[src/rtl/alu_issue_pkg.sv]
// Shared types and width constants for the ALU issue queue.
// Optional statistics counters in alu_issue_q are enabled by defining ALU_ISSUE_STATS_EN.
package alu_issue_pkg;

    localparam int unsigned OPW = 3;
    localparam int unsigned DW  = 8;

    // One queued ALU operation: {opcode, ain, bin}, 19 bits.
    typedef struct packed {
        logic [OPW-1:0] opcode;
        logic [DW-1:0]  ain;
        logic [DW-1:0]  bin;
    } op_t;

    typedef enum logic [1:0] {
        IDLE = 2'd0,
        EXEC = 2'd1,
        HOLD = 2'd2
    } state_t;

endpackage

[src/rtl/alu_issue_fifo.sv]
// Circular FIFO of op_t entries with occupancy count.
// DEPTH must be a power of two (>= 2) so pointers wrap by natural overflow.
module alu_issue_fifo
    import alu_issue_pkg::*;
#(
    parameter  int unsigned DEPTH = 16,
    localparam int unsigned AW    = $clog2(DEPTH)
) (
    input  logic        clk,
    input  logic        rst_n,
    input  logic        push_i,
    input  logic        pop_i,
    input  op_t         wdata_i,
    output op_t         rdata_o,
    output logic [AW:0] count_o,
    output logic        full_o,
    output logic        empty_o
);

    localparam logic [AW:0] FULL_CNT = (AW+1)'(DEPTH);

    op_t           mem_q [DEPTH];
    logic [AW-1:0] wr_ptr_q, wr_ptr_d;
    logic [AW-1:0] rd_ptr_q, rd_ptr_d;
    logic [AW:0]   count_q, count_d;
    logic          do_push, do_pop;

    assign full_o  = (count_q == FULL_CNT);
    assign empty_o = (count_q == '0);
    assign do_push = push_i && !full_o;
    assign do_pop  = pop_i && !empty_o;
    assign rdata_o = mem_q[rd_ptr_q];
    assign count_o = count_q;

    // Next pointer / occupancy values.
    always_comb begin
        wr_ptr_d = wr_ptr_q;
        rd_ptr_d = rd_ptr_q;
        count_d  = count_q;
        if (do_push) begin
            wr_ptr_d = wr_ptr_q + AW'(1);
        end
        if (do_pop) begin
            rd_ptr_d = rd_ptr_q + AW'(1);
        end
        case ({do_push, do_pop})
            2'b10:   count_d = count_q + (AW+1)'(1);
            2'b01:   count_d = count_q - (AW+1)'(1);
            default: count_d = count_q;
        endcase
    end

    // Pointer and count registers.
    always_ff @(posedge clk or negedge rst_n) begin
        if (!rst_n) begin
            wr_ptr_q <= '0;
            rd_ptr_q <= '0;
            count_q  <= '0;
        end else begin
            wr_ptr_q <= wr_ptr_d;
            rd_ptr_q <= rd_ptr_d;
            count_q  <= count_d;
        end
    end

    // Entry storage; contents are only meaningful between the pointers, so no reset.
    always_ff @(posedge clk) begin
        if (do_push) begin
            mem_q[wr_ptr_q] <= wdata_i;
        end
    end

endmodule

[src/rtl/alu_issue_q.sv]
// Operand queue and sequencer in front of a combinational 8-bit ALU.
// Operations are buffered, issued one at a time on registered ALU ports,
// and the captured result is held on a valid/ready port until taken.
// Define ALU_ISSUE_STATS_EN to add saturating op_cnt / zero_cnt outputs.
module alu_issue_q
    import alu_issue_pkg::*;
#(
    parameter  int unsigned DEPTH = 16,
    localparam int unsigned AW    = $clog2(DEPTH)
) (
    input  logic           clk,
    input  logic           rst_n,
    input  logic           in_valid,
    output logic           in_ready,
    input  logic [OPW-1:0] in_opcode,
    input  logic [DW-1:0]  in_ain,
    input  logic [DW-1:0]  in_bin,
    output logic [DW-1:0]  ain,
    output logic [DW-1:0]  bin,
    output logic [OPW-1:0] opcode,
    input  logic [DW-1:0]  alu_out,
    input  logic           zero,
    output logic           res_valid,
    input  logic           res_ready,
    output logic [DW-1:0]  res_data,
    output logic           res_zero,
    output logic [AW:0]    count
`ifdef ALU_ISSUE_STATS_EN
    ,
    output logic [15:0]    op_cnt,
    output logic [15:0]    zero_cnt
`endif
);

    state_t         state_q, state_d;
    logic [DW-1:0]  ain_q, ain_d;
    logic [DW-1:0]  bin_q, bin_d;
    logic [OPW-1:0] opcode_q, opcode_d;
    logic [DW-1:0]  res_data_q, res_data_d;
    logic           res_zero_q, res_zero_d;
    logic           res_valid_q, res_valid_d;

    logic           issue;
    logic           fifo_full, fifo_empty;
    op_t            in_op, head_op;

    assign in_op = '{opcode: in_opcode, ain: in_ain, bin: in_bin};

    alu_issue_fifo #(
        .DEPTH (DEPTH)
    ) u_fifo (
        .clk     (clk),
        .rst_n   (rst_n),
        .push_i  (in_valid),
        .pop_i   (issue),
        .wdata_i (in_op),
        .rdata_o (head_op),
        .count_o (count),
        .full_o  (fifo_full),
        .empty_o (fifo_empty)
    );

    // Full blocks intake for the whole cycle even if an issue pops that edge.
    assign in_ready  = !fifo_full;
    assign ain       = ain_q;
    assign bin       = bin_q;
    assign opcode    = opcode_q;
    assign res_valid = res_valid_q;
    assign res_data  = res_data_q;
    assign res_zero  = res_zero_q;

    // Sequencer: next state, issue strobe and next datapath register values.
    always_comb begin
        state_d     = state_q;
        ain_d       = ain_q;
        bin_d       = bin_q;
        opcode_d    = opcode_q;
        res_data_d  = res_data_q;
        res_zero_d  = res_zero_q;
        res_valid_d = res_valid_q;
        issue       = 1'b0;
        case (state_q)
            IDLE: begin
                if (!fifo_empty) begin
                    issue    = 1'b1;
                    ain_d    = head_op.ain;
                    bin_d    = head_op.bin;
                    opcode_d = head_op.opcode;
                    state_d  = EXEC;
                end
            end
            EXEC: begin
                res_data_d  = alu_out;
                res_zero_d  = zero;
                res_valid_d = 1'b1;
                state_d     = HOLD;
            end
            HOLD: begin
                if (res_ready) begin
                    res_valid_d = 1'b0;
                    if (!fifo_empty) begin
                        issue    = 1'b1;
                        ain_d    = head_op.ain;
                        bin_d    = head_op.bin;
                        opcode_d = head_op.opcode;
                        state_d  = EXEC;
                    end else begin
                        state_d  = IDLE;
                    end
                end
            end
            default: begin
                state_d = IDLE;
            end
        endcase
    end

    // State and datapath registers.
    always_ff @(posedge clk or negedge rst_n) begin
        if (!rst_n) begin
            state_q     <= IDLE;
            ain_q       <= '0;
            bin_q       <= '0;
            opcode_q    <= '0;
            res_data_q  <= '0;
            res_zero_q  <= 1'b0;
            res_valid_q <= 1'b0;
        end else begin
            state_q     <= state_d;
            ain_q       <= ain_d;
            bin_q       <= bin_d;
            opcode_q    <= opcode_d;
            res_data_q  <= res_data_d;
            res_zero_q  <= res_zero_d;
            res_valid_q <= res_valid_d;
        end
    end

`ifdef ALU_ISSUE_STATS_EN
    logic [15:0] op_cnt_q, op_cnt_d;
    logic [15:0] zero_cnt_q, zero_cnt_d;

    assign op_cnt   = op_cnt_q;
    assign zero_cnt = zero_cnt_q;

    // Saturating counts of executed operations and zero results.
    always_comb begin
        op_cnt_d   = op_cnt_q;
        zero_cnt_d = zero_cnt_q;
        if (state_q == EXEC) begin
            if (op_cnt_q != '1) begin
                op_cnt_d = op_cnt_q + 16'd1;
            end
            if (zero && (zero_cnt_q != '1)) begin
                zero_cnt_d = zero_cnt_q + 16'd1;
            end
        end
    end

    // Statistics registers.
    always_ff @(posedge clk or negedge rst_n) begin
        if (!rst_n) begin
            op_cnt_q   <= '0;
            zero_cnt_q <= '0;
        end else begin
            op_cnt_q   <= op_cnt_d;
            zero_cnt_q <= zero_cnt_d;
        end
    end
`endif

endmodule

[config.mk]
export PLATFORM = sky130hd
export DESIGN_NAME = alu_issue_q
export DESIGN_NICKNAME = d
export VERILOG_FILES = /design/src/rtl/alu_issue_pkg.sv /design/src/rtl/alu_issue_fifo.sv /design/src/rtl/alu_issue_q.sv
export SDC_FILE = /design/constraint.sdc
export NUM_CORES = 1
export LEC_CHECK = 0
export CAP_MARGIN = 0
export CELL_PAD_IN_SITES_DETAIL_PLACEMENT = 0
export CELL_PAD_IN_SITES_GLOBAL_PLACEMENT = 1
export CORE_MARGIN = 2
export CORE_UTILIZATION = 55
export DETAILED_ROUTE_END_ITERATION = 8
export PLACE_DENSITY_LB_ADDON = 0.1
export SETUP_SLACK_MARGIN = 0.4
export SKIP_LAST_GASP = 1
export SYNTH_ARGS = -nofsm -noshare
export SYNTH_HDL_FRONTEND = slang
export SYNTH_SLANG_ARGS = --single-unit
[constraint.sdc]
create_clock -name clk -period 9.5 [get_ports clk]
set_clock_uncertainty 0.1 [all_clocks]
set_input_delay 1.425 -clock clk [delete_from_list [all_inputs] [get_ports clk]]
set_output_delay 1.425 -clock clk [all_outputs]
set_load 0.005 [all_outputs]
==> results.sh <==
export IMPL_grtUsageTotal_pct=21.82
export IMPL_worstSkewPairLatency_ns=0.51
export IMPL_async_flop_share_pct=12.64
export IMPL_crit_path_max_incr_delay_ns=0.54
export IMPL_yosys_top_cells_count="edfxtp_1, mux4_2, dfrtp_1"
export IMPL_clkTransAtPathRegs_ns=0.06
export IMPL_powerDensity_nw_per_um2=306.5
export IMPL_critPathKind="in -> reg"
export IMPL_maxCapViolations=0
export IMPL_worst_pin_slew_ns=1.169
export IMPL_worstSetupStartpointType="primary input"
export IMPL_totalWireLength_um=27400
export IMPL_core_area_um2=24250
export IMPL_num_vias=6383
export IMPL_die_w_um=161.0
export IMPL_p_total_uw=4831
export IMPL_final_nets=761
export IMPL_cp_arrival_ns=4.62
export IMPL_slew_viol_final=0
export IMPL_yosys_warnings=0
export IMPL_drt_initial_drc_count=490
export IMPL_ctsLongestPathBuffers=3
export IMPL_drtPass1Iterations=4
export IMPL_finalSetupViolations=0
export IMPL_synth_enable_flop_cells=304
export IMPL_hold_worst_slack_ns=0.4064
export IMPL_io_pins=67
export IMPL_finalSetupTns_ns=0
export IMPL_post_drt_wl_per_cell_um=25.60
export IMPL_grt_pass1_wl_um=41410
export IMPL_h_tree_depth=2
export IMPL_cts_resized=0
export IMPL_dieHeight_um=161.0
export IMPL_clock_sinks=348
export IMPL_yosys_most_used_dff="edfxtp_1"
export IMPL_hp_class="reg -> reg"
export IMPL_remaining_drc_errors=0
export IMPL_area_growth_pct=16.22
export IMPL_grt_max_degree=78
export IMPL_ys_types=38
export IMPL_syn_area_um2=13560
export IMPL_finalCritPeriodShare_pct=45.72
export IMPL_relSlewSlack_pct=22.07
export IMPL_slowest_stage="buf_4"
export IMPL_post_synth_top_count_cell="edfxtp_1"
export IMPL_start_util_pct=55.92
export IMPL_root_buffer="clkbuf_16"
export IMPL_postCtsSetupBuffers=0
export IMPL_num_antenna_cells=0
export IMPL_dp_hpwl_um=15280
export IMPL_cts_buffers=36
export IMPL_grt_pass1_vias=6785
export IMPL_place_congestion=0.7958
export IMPL_drive_gt1_share_pct=24.53
export IMPL_crit_path_frequent_cell="inv_1"
export IMPL_avgSynthCellArea_um2=21.59
export IMPL_max_freq_mhz=230.3
export IMPL_crit_path_end_kind="flop"
export IMPL_outcome="finished clean"
export IMPL_antenna_left=0
export IMPL_cts_tree="built"
export IMPL_grt_overflow_total=0
export IMPL_synth_seq_cells=348
export IMPL_io_buffer_count=66
export IMPL_synth_top_area_share_pct=67.32
export IMPL_rsz0062_at_grt="false"
export IMPL_ir_worst_vdd_mv=0.2239
export IMPL_postCtsHoldBufs=0
export IMPL_row_count=57
export IMPL_hold_viol_final=0
export IMPL_fill_cells=1647
export IMPL_crit_chain="clkdlybuf4s50_1 > inv_1 > a221oi_4 > buf_4 > ha_1 > inv_1 > fa_1 > nor2b_1 > o21ai_0 > nand3_1 > or3b_2 > xnor2_1"
export IMPL_synthCells=628
export IMPL_synth_nets=670
export IMPL_period_minus_slack_ns=4.343
export IMPL_antenna_found_initial=1
export IMPL_viasPerCell=5.965
export IMPL_fin_area_um2=15760
export IMPL_synth_area_leaders="edfxtp_1, mux4_2, dfrtp_1"
export IMPL_crit_required_ns=9.78
export IMPL_seq_area_frac_synth_pct=75.45
export IMPL_place_area_um2=14590
export IMPL_die_area_um2=25930
export IMPL_critPathMaxFanout=44
export IMPL_synth_area_leader_cell="edfxtp_1"
export IMPL_leakage_uw=0.005237
==> critical path, delay by kind of cell <==
family                     cells  cell delay, ns
buffers and inverters          4            1.22
adders and majority gates      2            0.75
and+or+nand+nor                3            0.72
AOI/OAI and AO/OA              2            0.39
xor gates and xnor gates       1            0.13
==> state kept, by name (all words and copies together) (netlist names), 3 cells and up <==
signal,count
ain,8
bin,8
opcode,3
res_data,8
u_fifo.count_o,5
u_fifo.mem_q,304
u_fifo.rd_ptr_q,4
u_fifo.wr_ptr_q,4
==> path summary, 6_finish.rpt <==
path / start / endpoint / slack [ns] / depth (start not counted)
worst max register to register: u_fifo.count_o[0] / u_fifo.count_o[4] / 6.14 / 11
min in group asynchronous: rst_n / ain[2] / 0.92 / 2
max in group asynchronous: rst_n / u_fifo.rd_ptr_q[1] / 7.88 / 2
worst max-delay path: res_ready / u_fifo.count_o[4] / 5.16 / 12
worst min register to register: res_zero / res_zero / 0.41 / 1
worst min-delay path: res_zero / res_zero / 0.41 / 1
==> routing by layer <==
metal  up-vias  track usage (%)  part of all wire (%)  routed length, µm
met2       196            36.95                    51              13930
met5         -                0                 0.047                 13
met3        52            3.338                   5.5               1518
met1      3342            29.99                    41              11310
li1       2791                -                     -                  -
met4         2            6.412                   2.3                621
==> logic make-up (layout without fill, tap and decap cells) <==
kind of cell             Yosys count  after routing  share of synthesized area, %
multiplexers                     106            106                         15.80
AO/OA/AOI/OAI                     68             68                         3.387
flip-flops                       348            348                         75.45
adder cells (fa/ha/maj)           10             10                        0.9782
buffers and inverters             44            162                         2.104
XOR/XNOR                          10             10                        0.6460
AND/OR/NAND/NOR                   42             42                         1.642
==> placed cells by master (no fill, tap or decap), types with 8 or more instances in the layout <==
master           Yosys  final
clkdlybuf4s50_1      0     65
ha_1                 9      9
a21oi_1             23     23
mux4_1              25     25
buf_4                7     21
clkinv_1             0      8
clkbuf_16            0     39
dfrtp_1             44     42
edfxtp_1           304    304
nand2_1             11     11
nor2_2               0     12
mux4_2              51     51
mux2_2              29     29
inv_1               10     10
o22ai_1             31     31
==> where the power goes <==
group	switching [µW]	internal, µW	total, µW	leakage [µW]
clock network	550	818	1370	0.000571
registers	177	1900	2080	0.00325
logic	672	714	1390	0.00142
total	1400	3430	4830	0.00524
==> per-stage QoR <==
step	worst slack [ns]	utilization, %	instances
global route	5.007	64.99	1070
finish	5.157	64.99	1070
floorplan	5.482	-	628
detailed placement	4.662	60.15	1005
global placement	4.797	60.15	1005
CTS	5.173	64.99	1070
==> final cells by class <==
class,instances,area [µm²],area share (%)
sequential,348,10230,64.95
timing repair buffer,87,813.3,5.161
tap,324,405.4,2.572
clock inverter,17,143.9,0.9131
inverter,10,37.54,0.2382
clock buffer,48,1030,6.534
multi-input combinational,236,3094,19.63
Power figures use the tool's default switching activity.
